==> src/rtl/cpu_pkg.sv <==
// Shared CPU definitions for the fetch stage.
//   XLEN         : PC / instruction width
//   RESET_PC_DEF : default PC after reset
//   fetch_entry_t: one buffered opcode with its PC
//   fetch_state_t: fetch control FSM states
package cpu_pkg;
  localparam int XLEN = 32;
  localparam logic [XLEN-1:0] RESET_PC_DEF = 32'h0000_0000;

  typedef struct packed {
    logic [31:0]     inst;
    logic [XLEN-1:0] pc;
  } fetch_entry_t;

  typedef enum logic [1:0] {IDLE, RUN, FLUSH} fetch_state_t;

  // Instruction addresses are always word aligned.
  function automatic logic [XLEN-1:0] align_pc(input logic [XLEN-1:0] p);
    return {p[XLEN-1:2], 2'b00};
  endfunction
endpackage

==> src/rtl/fetch_if.sv <==
// Fetch stage bus bundle: instruction memory port, redirect input and the
// valid/ready opcode stream to decode.
//   master: the fetch unit
//   slave : the environment (memory, branch unit, decode)
interface fetch_if #(parameter int IMEM_AW = 8);
  import cpu_pkg::*;
  logic                 imem_req;
  logic [IMEM_AW-1:0]   imem_addr;
  logic [31:0]          imem_rdata;
  logic                 redirect_valid;
  logic [XLEN-1:0]      redirect_pc;
  logic                 inst_valid;
  logic                 inst_ready;
  logic [31:0]          inst;
  logic [XLEN-1:0]      inst_pc;

  modport master (
    output imem_req, imem_addr, inst_valid, inst, inst_pc,
    input  imem_rdata, redirect_valid, redirect_pc, inst_ready
  );
  modport slave (
    input  imem_req, imem_addr, inst_valid, inst, inst_pc,
    output imem_rdata, redirect_valid, redirect_pc, inst_ready
  );
endinterface

==> src/rtl/fetch_fifo.sv <==
// DEPTH-entry synchronous FIFO of fetch entries with a flush.
//   push/din  : write one entry
//   pop       : consume head (only while valid)
//   flush     : empty the FIFO; wins over push/pop
//   valid/dout: head entry, purely from registered state
//   count     : current occupancy (0..DEPTH)
module fetch_fifo
  import cpu_pkg::*;
#(
  parameter int DEPTH = 2,
  localparam int AW = $clog2(DEPTH),
  localparam int CW = AW + 1
) (
  input  logic          clk,
  input  logic          rst_n,
  input  logic          push,
  input  fetch_entry_t  din,
  input  logic          pop,
  input  logic          flush,
  output logic          valid,
  output fetch_entry_t  dout,
  output logic [CW-1:0] count
);
  fetch_entry_t mem [DEPTH];
  logic [AW-1:0] wr_ptr, rd_ptr;

  always_ff @(posedge clk or negedge rst_n) begin
    if (!rst_n) begin
      for (int i = 0; i < DEPTH; i++) mem[i] <= '0;
      wr_ptr <= '0;
      rd_ptr <= '0;
      count  <= '0;
    end else if (flush) begin
      wr_ptr <= '0;
      rd_ptr <= '0;
      count  <= '0;
    end else begin
      if (push) begin
        mem[wr_ptr] <= din;
        wr_ptr      <= wr_ptr + AW'(1);
      end
      if (pop) rd_ptr <= rd_ptr + AW'(1);
      count <= count + CW'(push) - CW'(pop);
    end
  end

  assign valid = (count != '0);
  assign dout  = mem[rd_ptr];
endmodule

==> src/rtl/fetch_unit.sv <==
// Instruction fetch stage. Owns the PC, issues word reads to a 1-cycle
// synchronous instruction memory, buffers returned words in a skid FIFO and
// streams them to decode over valid/ready. A redirect flushes everything
// buffered or in flight and restarts at the new PC.
//   clk, rst_n : clock, async active-low reset
//   bus        : fetch_if.master (imem_*, redirect_*, inst_*)
module fetch_unit
  import cpu_pkg::*;
#(
  parameter logic [XLEN-1:0] RESET_PC = RESET_PC_DEF,
  parameter int              IMEM_AW  = 8,
  parameter int              DEPTH    = 2,
  localparam int             CW       = $clog2(DEPTH) + 1
) (
  input  logic     clk,
  input  logic     rst_n,
  fetch_if.master  bus
);
  fetch_state_t    state;
  logic [XLEN-1:0] pc;
  logic            epoch;
  // One-entry tag for the request whose data returns this cycle.
  logic            inflight;
  logic [XLEN-1:0] tag_pc;
  logic            tag_epoch;

  logic            pop, push, issue;
  logic [CW-1:0]   count;
  logic [CW:0]     occ;
  fetch_entry_t    head;

  assign pop  = bus.inst_valid & bus.inst_ready;
  // Stale (pre-redirect) data is dropped; redirect also flushes this cycle.
  assign push = inflight & (tag_epoch == epoch) & ~bus.redirect_valid;

  // Occupancy once this cycle's response lands and any pop leaves; a new
  // request is only sent when its data is guaranteed a free slot.
  assign occ   = (CW+1)'(count) + (CW+1)'(inflight) - (CW+1)'(pop);
  assign issue = (state == RUN) & ~bus.redirect_valid & (occ < (CW+1)'(DEPTH));

  assign bus.imem_req  = issue;
  assign bus.imem_addr = pc[IMEM_AW+1:2];

  always_ff @(posedge clk or negedge rst_n) begin
    if (!rst_n) begin
      state     <= IDLE;
      pc        <= RESET_PC;
      epoch     <= 1'b0;
      inflight  <= 1'b0;
      tag_pc    <= '0;
      tag_epoch <= 1'b0;
    end else begin
      inflight <= issue;
      if (issue) begin
        tag_pc    <= pc;
        tag_epoch <= epoch;
        pc        <= pc + XLEN'(4);
      end
      if (bus.redirect_valid) begin
        state <= FLUSH;
        epoch <= ~epoch;
        pc    <= align_pc(bus.redirect_pc);
      end else begin
        unique case (state)
          IDLE:    state <= RUN;
          FLUSH:   state <= RUN;
          default: state <= RUN;
        endcase
      end
    end
  end

  fetch_fifo #(.DEPTH(DEPTH)) u_fifo (
    .clk   (clk),
    .rst_n (rst_n),
    .push  (push),
    .din   ('{inst: bus.imem_rdata, pc: tag_pc}),
    .pop   (pop),
    .flush (bus.redirect_valid),
    .valid (bus.inst_valid),
    .dout  (head),
    .count (count)
  );

  assign bus.inst    = head.inst;
  assign bus.inst_pc = head.pc;
endmodule

==> src/flat_wrapper.sv <==
// flat-port wrapper written by rule: the top's interface ports become plain ports
module fetch_unit_flat import cpu_pkg::*;
#(
  parameter logic [XLEN-1:0] RESET_PC = RESET_PC_DEF,
  parameter int              IMEM_AW  = 8,
  parameter int              DEPTH    = 2,
  localparam int             CW       = $clog2(DEPTH) + 1
)
  (clk, rst_n, bus_imem_req, bus_imem_addr, bus_inst_valid, bus_inst, bus_inst_pc, bus_imem_rdata, bus_redirect_valid, bus_redirect_pc, bus_inst_ready);
  fetch_if #(.IMEM_AW(IMEM_AW)) bus_i ();
  input  logic clk;
  input  logic rst_n;
  output wire logic [$bits(bus_i.imem_req)-1:0] bus_imem_req;
  output wire logic [$bits(bus_i.imem_addr)-1:0] bus_imem_addr;
  output wire logic [$bits(bus_i.inst_valid)-1:0] bus_inst_valid;
  output wire logic [$bits(bus_i.inst)-1:0] bus_inst;
  output wire logic [$bits(bus_i.inst_pc)-1:0] bus_inst_pc;
  input wire logic [$bits(bus_i.imem_rdata)-1:0] bus_imem_rdata;
  input wire logic [$bits(bus_i.redirect_valid)-1:0] bus_redirect_valid;
  input wire logic [$bits(bus_i.redirect_pc)-1:0] bus_redirect_pc;
  input wire logic [$bits(bus_i.inst_ready)-1:0] bus_inst_ready;
  assign bus_imem_req = bus_i.imem_req;
  assign bus_imem_addr = bus_i.imem_addr;
  assign bus_inst_valid = bus_i.inst_valid;
  assign bus_inst = bus_i.inst;
  assign bus_inst_pc = bus_i.inst_pc;
  assign bus_i.imem_rdata = bus_imem_rdata;
  assign bus_i.redirect_valid = bus_redirect_valid;
  assign bus_i.redirect_pc = bus_redirect_pc;
  assign bus_i.inst_ready = bus_inst_ready;
  fetch_unit #(.RESET_PC(RESET_PC), .IMEM_AW(IMEM_AW), .DEPTH(DEPTH)) u_core (.clk(clk), .rst_n(rst_n), .bus(bus_i));
endmodule
==> config.mk <==
export PLATFORM = sky130hd
export DESIGN_NAME = fetch_unit_flat
export DESIGN_NICKNAME = d
export VERILOG_FILES = /design/src/rtl/cpu_pkg.sv /design/src/rtl/fetch_if.sv /design/src/rtl/fetch_fifo.sv /design/src/rtl/fetch_unit.sv /design/src/flat_wrapper.sv
export SDC_FILE = /design/constraint.sdc
export NUM_CORES = 1
export LEC_CHECK = 0
export ABC_CLOCK_PERIOD_IN_PS = 4500
export CELL_PAD_IN_SITES_DETAIL_PLACEMENT = 0
export CELL_PAD_IN_SITES_GLOBAL_PLACEMENT = 1
export CORE_MARGIN = 4
export CORE_UTILIZATION = 40
export CTS_BUF_LIST = sky130_fd_sc_hd__clkbuf_4 sky130_fd_sc_hd__clkbuf_8
export DETAILED_ROUTE_END_ITERATION = 10
export PLACE_DENSITY = 0.76
export RECOVER_POWER = 50
export REMOVE_ABC_BUFFERS = 1
export SLEW_MARGIN = 30
export SYNTH_ARGS = -nofsm -noshare
export SYNTH_HDL_FRONTEND = slang
export SYNTH_SLANG_ARGS = --single-unit
==> constraint.sdc <==
create_clock -name clk -period 4.5 [get_ports clk]
set_input_delay 0.675 -clock clk [delete_from_list [all_inputs] [get_ports clk]]
set_output_delay 0.675 -clock clk [all_outputs]
set_load 0.005 [all_outputs]
==> out/metrics.cfg, run 1 <==
[status]
outcome=finished with violations
violations=capacitance limit, slew limit

[critical_path]
critical_path.max_fanout=5
worstSetupStartpointType=flip-flop
path_delay_family=simple AND/OR/NAND/NOR gates
path_cells=or2_2, and2_1, ha_1, nand2b_1, fa_1, nand2_1, or4_4, inv_1, clkdlybuf4s50_1
cp.required_ns=3.83
timing.reg2reg.setup_slack_ns=0.59
max_stage_delay_ns=0.53
cp_data_arrival_time_ns=3.54
critPathBufInv=2
critPathSlowestCell=or4_4
cp-end-kind=output pin
worst-setup-path-type=flip-flop to output pin

[global_route]
grt_max_degree=83
grt-ovfl-total=0
antenna_found_initial=1
grt_pass1_wl_mm=32.2
grtUsageTotal_pct=16.6
grt_pass1_vias=6186

[power]
p_sw_share_pct=29.9
p_int_uw=4070
clockPowerShare_pct=18.1
seqPwrFrac_pct=45.9
comb_power_share_pct=36.0
p_switching_uw=1730
p_total_uw=5800
peakVddDrop_uv=174
power_density_nw_per_um2=546
p_leak_uw=0.00485

[synth]
synthArstFlopShare_pct=100
syn-cell-area_um2=8670
synth_ff_type=dfrtp_1
ys_ff_latch=193
synth-simple-area-share_pct=10.4
yosys_warnings=0
synth_fa_ha_area_share_pct=0.808
synth_edf_count=0
syn_avg_cell_area_um2=12.3
muxShareOfSynthArea_pct=24.3
synthCells=706
synth-xor-area-share_pct=0.909
synth-compound-area-share_pct=4.82
yosysUniqueCellTypes=44
synth_top_family_by_area=multiplexers
synth-seq-area-share_pct=55.7

[cells_and_area]
drive_above_1_share_pct=28.6
final_util_pct=50.2
multiInputGateArea_um2=3590
regArea_um2=4830
fillers=1866
final_nets=899
area_growth_pct=22.6
stdcell_area_um2=10600
diodes=0

[clock_tree]
clock_latency_ns=0.45
clkTransAtPathRegs_ns=0.09
cts_tree=built
cts.path.max_buffers=2
cts_htree_levels=4
numCtsBuffers=17
cts_hold_buf=0
cts_root_buf=clkbuf_8
cts.sinks=193

[floorplanning]
fp.dieArea_um2=24100
io_pins=142
core-area_um2=21200
initial_core_util_pct=41.0
rows=53
fp.dieW_um=155
die-height_um=155

[sta]
hold_viol_final=0
slew_headroom_pct=-87.5
rsz0062_at_grt=no
clock.fmax_mhz=237
period_needed_ns=4.21
slew_violations=85
fin_crit_sh_pct=93.6
clock_skew_ns=0.0120
holdWs_ns=0.505
tightest_slew_ns=2.81
setup-violations-final=0
fin_setup_tns_ns=0

[routing]
drc=0
routedWlPerCell_um=17.7
wirelength_mm=19.7
drt_iter0_drc=228
avgViaCountPerCell=5.28
dr.pass1.iters=5
antenna_left=0
vias=5867

[placed_design]
io_buffer_count=137
placed_area_um2=10300
place.gp.congestion=0.784
post-dp-hpwl_mm=13.5

[min_path]
hp-class=flip-flop to flip-flop

[flow_run]
drv_cap=2

path summary, 6_finish.rpt:
path / depth (start not counted) / from / endpoint
worst max-delay path: 9 / u_core.u_fifo.count[1] / bus_imem_req
worst min-delay path: 2 / u_core.tag_pc[25] / u_core.tag_pc[25]
worst max register to register: 12 / u_core.u_fifo.count[1] / u_core.pc[28]
worst min register to register: 2 / u_core.tag_pc[25] / u_core.tag_pc[25]
max in group asynchronous: 3 / rst_n / u_core.u_fifo.mem[22]
min in group asynchronous: 1 / rst_n / u_core.u_fifo.mem[108]
layout make-up:
cell class,instances,share of cell area [%]
timing repair buffer,149,13.8
multi-input combinational,458,33.8
clock inverter,9,0.777
sequential,193,45.5
clock buffer,21,2.60
inverter,7,0.247
tap,275,3.24
worst reg2reg max path, cell delays in order, from the launching register on:
cell	delay, ns
dfrtp_1	0.45
or2_2	0.31
and2_1	0.21
ha_1	0.27
nand2b_1	0.16
fa_1	0.49
nand2_1	0.05
or4_4	0.53
inv_1	0.10
buf_4	0.41
nor2_1	0.37
o21ai_0	0.26
o311ai_0	0.17
logic make-up (layout without fill, tap and decap cells):
family / Yosys count / count (layout)
fa+ha+maj: 5 / 5
xor+xnor: 9 / 9
buf+inv: 56 / 186
compound gates: 58 / 58
other cells: 1 / 2
simple gates: 197 / 197
mux: 187 / 187
flops: 193 / 193
through the flow:
step	worst slack (ns)	cells
floorplan	0.0170	658
global placement	0.123	1081
detailed placement	0.0399	1082
CTS	0.0105	1112
global route	0.0996	1112
finish	0.286	1112
what timing repair did:
item	in CTS	in global routing
resized for setup	0	1
endpoints found under the setup margin	0	1
buffers inserted	0	0
flip-flops by register name (all words and copies together), names as in the netlist:
name                  count
u_core.epoch              1
u_core.state              2
u_core.u_fifo.mem       124
u_core.u_fifo.count       2
u_core.u_fifo.wr_ptr      1
u_core.inflight           1
u_core.pc                30
u_core.tag_pc            30
u_core.tag_epoch          1
u_core.u_fifo.rd_ptr      1
power groups by stage:
stage | combinational, µW | sequential [µW] | clock [µW]
floorplan | 1120 | 2590 | 0
global placement | 2090 | 2650 | 0
detailed placement | 2120 | 2710 | 0
CTS | 2140 | 2670 | 1100
global route | 2290 | 2740 | 1160
finish | 2090 | 2660 | 1050
synthesized netlist by cell type (7+ instances only):
master,count,share of area [%]
buf_1,8,0.35
buf_4,11,0.95
clkbuf_1,25,1.1
dfrtp_1,193,56
inv_1,7,0.30
mux2_2,186,24
nand2_1,127,5.5
nand3_1,13,0.75
nand4_1,10,0.72
nor2_1,14,0.61
o211ai_1,14,1.2
o21ai_0,17,0.98
o311ai_0,8,0.81
cell usage in the layout (no fill, tap or decap), drive strengths merged, types with 3 or more instances in the layout:
master           n
nor2            14
o211ai          14
mux2           186
xor2             5
or2              3
a221o            4
clkdlybuf4s50  126
nand3           13
buf             10
inv              9
xnor2            4
clkbuf          24
clkinv           4
nor3             3
nand4           11
nor2b            3
nand2          127
and2             5
or4              5
o21ai           17
o311ai          11
dlygate4sd3     10
or3              3
ha               4
nor4             4
dfrtp          193
a41oi            3
nand2b           3
per-layer routing:
metal / global-route usage, % / share of wire [%] / vias to the layer above
met5: 0 / 0.036 / -
met4: 4.50 / 1.5 / 2
met1: 22.2 / 45 / 2945
met2: 27.2 / 48 / 186
li1: - / - / 2709
met3: 4.12 / 6.1 / 25
Note: power is estimated with default switching activity, not from simulation.
==> run 2, diff against run 1 <==
- CORE_UTILIZATION: 40 -> 38
- PLACE_DENSITY: 0.76 -> 0.73
==> run 2 against run 1 <==
Compared with the run above:
- the run still ends with capacitance limit, slew limit left
- first-iteration DRC count is 38% higher
- cell area grew 1.0%
- power grew 4.2%
- core utilization shrank 1.8 points
- setup slack gained 0.016 ns
- critical path depth is the same
- largest power group unchanged
- combinational power rose by 3%
==> out/metrics.cfg, run 2 (synthesis results as in run 1) <==
[sta]
hold_viol_final=0  ; unchanged
rsz0062_at_grt=no
clock_skew_ns=0.0141  ; +0.00219 ns
tightest_slew_ns=2.10  ; -0.713 ns
slew_headroom_pct=-40.0  ; +48 points
fin_setup_tns_ns=0  ; unchanged
period_needed_ns=4.20  ; -0.0159 ns
slew_violations=94  ; +11%
setup-violations-final=0  ; unchanged
clock.fmax_mhz=238  ; +0.38%
holdWs_ns=0.501  ; -0.00383 ns
fin_crit_sh_pct=93.3  ; -0.35 points

[cells_and_area]
drive_above_1_share_pct=28.8  ; +0.26 points
stdcell_area_um2=10700  ; +1.0%
final_common_cell=dfrtp_1
area_growth_pct=23.8
final_nets=900  ; +0.11%
layout_common_cells=dfrtp_1, mux2_2, nand2_1
largest_reg_flops=124  ; unchanged
largest-register=u_core.u_fifo.mem
diodes=0  ; unchanged
largestRegisters=u_core.u_fifo.mem: 124 flops, u_core.pc: 30 flops, u_core.tag_pc: 30 flops
fin_cells=1120  ; +0.72%

[floorplanning]
fp.dieArea_um2=25300  ; +5.0%
initial_core_util_pct=39.1  ; -1.9 points
core-area_um2=22200  ; +4.8%
io_pins=142  ; unchanged
die-height_um=159  ; +2.5%
rows=54  ; +1.9%
fp.dieW_um=159  ; +2.5%

[critical_path]
cp_data_arrival_time_ns=3.52  ; -0.02 ns
worst-setup-path-type=flip-flop to output pin
critical_path.max_fanout=5  ; unchanged
cp.required_ns=3.83  ; about the same
worstSetupStartpointType=flip-flop
cp-end-kind=output pin

[power]
p_switching_uw=1810  ; +4.3%
p_int_uw=4240  ; +4.1%
p_total_uw=6040  ; +4.2%
clockPowerShare_pct=21.2  ; +3.1 points
peakVddDrop_uv=241  ; +38%
p_leak_uw=0.00489  ; +0.93%
power_density_nw_per_um2=563  ; +3.1%
p_sw_share_pct=29.9  ; +0.039 points
seqPwrFrac_pct=43.0  ; -2.9 points
comb_power_share_pct=35.8  ; -0.2 points

[global_route]
grtUsageTotal_pct=16.0  ; -0.60 points
grt_pass1_wl_mm=33.3  ; +3.6%
grt_pass1_vias=6362  ; +2.8%
grt-ovfl-total=0  ; unchanged
antenna_found_initial=0  ; -1
grt_max_degree=126  ; +52%

[min_path]
hp-class=flip-flop to flip-flop

[routing]
avgViaCountPerCell=5.23  ; -0.83%
vias=5860  ; -0.12%
wirelength_mm=20.2  ; +2.6%
drc=0  ; unchanged
drt_iter0_drc=315  ; +38%
routedWlPerCell_um=18.0  ; +1.8%
antenna_left=0  ; unchanged
dr.pass1.iters=6  ; +1

[clock_tree]
cts.sinks=193  ; unchanged
cts.path.max_buffers=2  ; unchanged
clock_latency_ns=0.46  ; about the same
post_cts_buffers=0  ; unchanged
cts_htree_levels=4  ; unchanged
post_cts_resized=0  ; unchanged
cts_hold_buf=0  ; unchanged
numCtsBuffers=17  ; unchanged
cts_tree=built
cts_root_buf=clkbuf_8
clkTransAtPathRegs_ns=0.10  ; about the same

[placed_design]
placedCellCount=1087  ; +0.46%
post-dp-hpwl_mm=13.5  ; -0.10%
place.gp.congestion=0.812  ; +3.6%
placed_area_um2=10300  ; -0.28%
io_buffer_count=137  ; unchanged

[status]
violations=capacitance limit, slew limit
outcome=finished with violations

[flow_run]
drv_cap=3  ; +1

[run 2: final timing paths]
path / from / endpoint / slack [ns] / cells past startpoint
worst min register to register: u_core.tag_pc[10] / u_core.tag_pc[10] / 0.50 / 2
worst max-delay path: u_core.u_fifo.count[1] / bus_imem_req / 0.30 / 9
min in group asynchronous: rst_n / u_core.u_fifo.mem[125] / 0.82 / 1
max in group asynchronous: rst_n / u_core.u_fifo.mem[37] / 1.18 / 2
worst min-delay path: u_core.tag_pc[10] / u_core.tag_pc[10] / 0.50 / 2
worst max register to register: u_core.u_fifo.count[1] / u_core.pc[21] / 0.65 / 12
[run 2: stage by stage]
stage | setup WS, ns | util, %
2_1_floorplan | 0.0170 | -
3_3_place_gp | 0.0839 | 46.3
3_5_place_dp | 0.0252 | 46.3
4_1_cts | 0.0293 | 48.4
5_1_grt | 0.131 | 48.4
6_report | 0.302 | 48.4
[run 2: area by class of cell]
| type | count | area, µm² |
|---|---|---|
| fillers | 2024 | 11400 |
| flip-flops and latches | 193 | 4830 |
| multi-input cells | 458 | 3600 |
| repair buffers | 150 | 1470 |
| well taps | 280 | 350 |
| clock buffers | 20 | 263 |
| clock inverters | 12 | 193 |
| inverters | 7 | 26.3 |
[run 2: worst max-delay path, cell delays in order (launching register included)]
cell and delay [ns]:
dfrtp_1 0.46, or2_2 0.31, and2_1 0.20, ha_1 0.27
nand2b_1 0.15, fa_1 0.48, nand2_1 0.05, or4_4 0.54
inv_1 0.10, clkdlybuf4s50_1 0.51
[run 2: power groups by stage]
stage | sequential (µW) | combinational (µW) | clock (µW)
2_1_floorplan | 2590 | 1120 | 0
3_3_place_gp | 2590 | 2160 | 0
3_5_place_dp | 2640 | 2200 | 0
4_1_cts | 2600 | 2220 | 1330
5_1_grt | 2670 | 2370 | 1390
6_report | 2600 | 2160 | 1280
[run 2: layer usage]
| layer | GRT usage, % | vias to the layer above | share of wire, % |
|---|---|---|---|
| li1 | - | 2725 | - |
| met5 | 0 | - | 0 |
| met3 | 2.87 | 26 | 4.3 |
| met1 | 21.3 | 2951 | 46 |
| met2 | 26.9 | 158 | 48 |
| met4 | 5.05 | 0 | 1.5 |
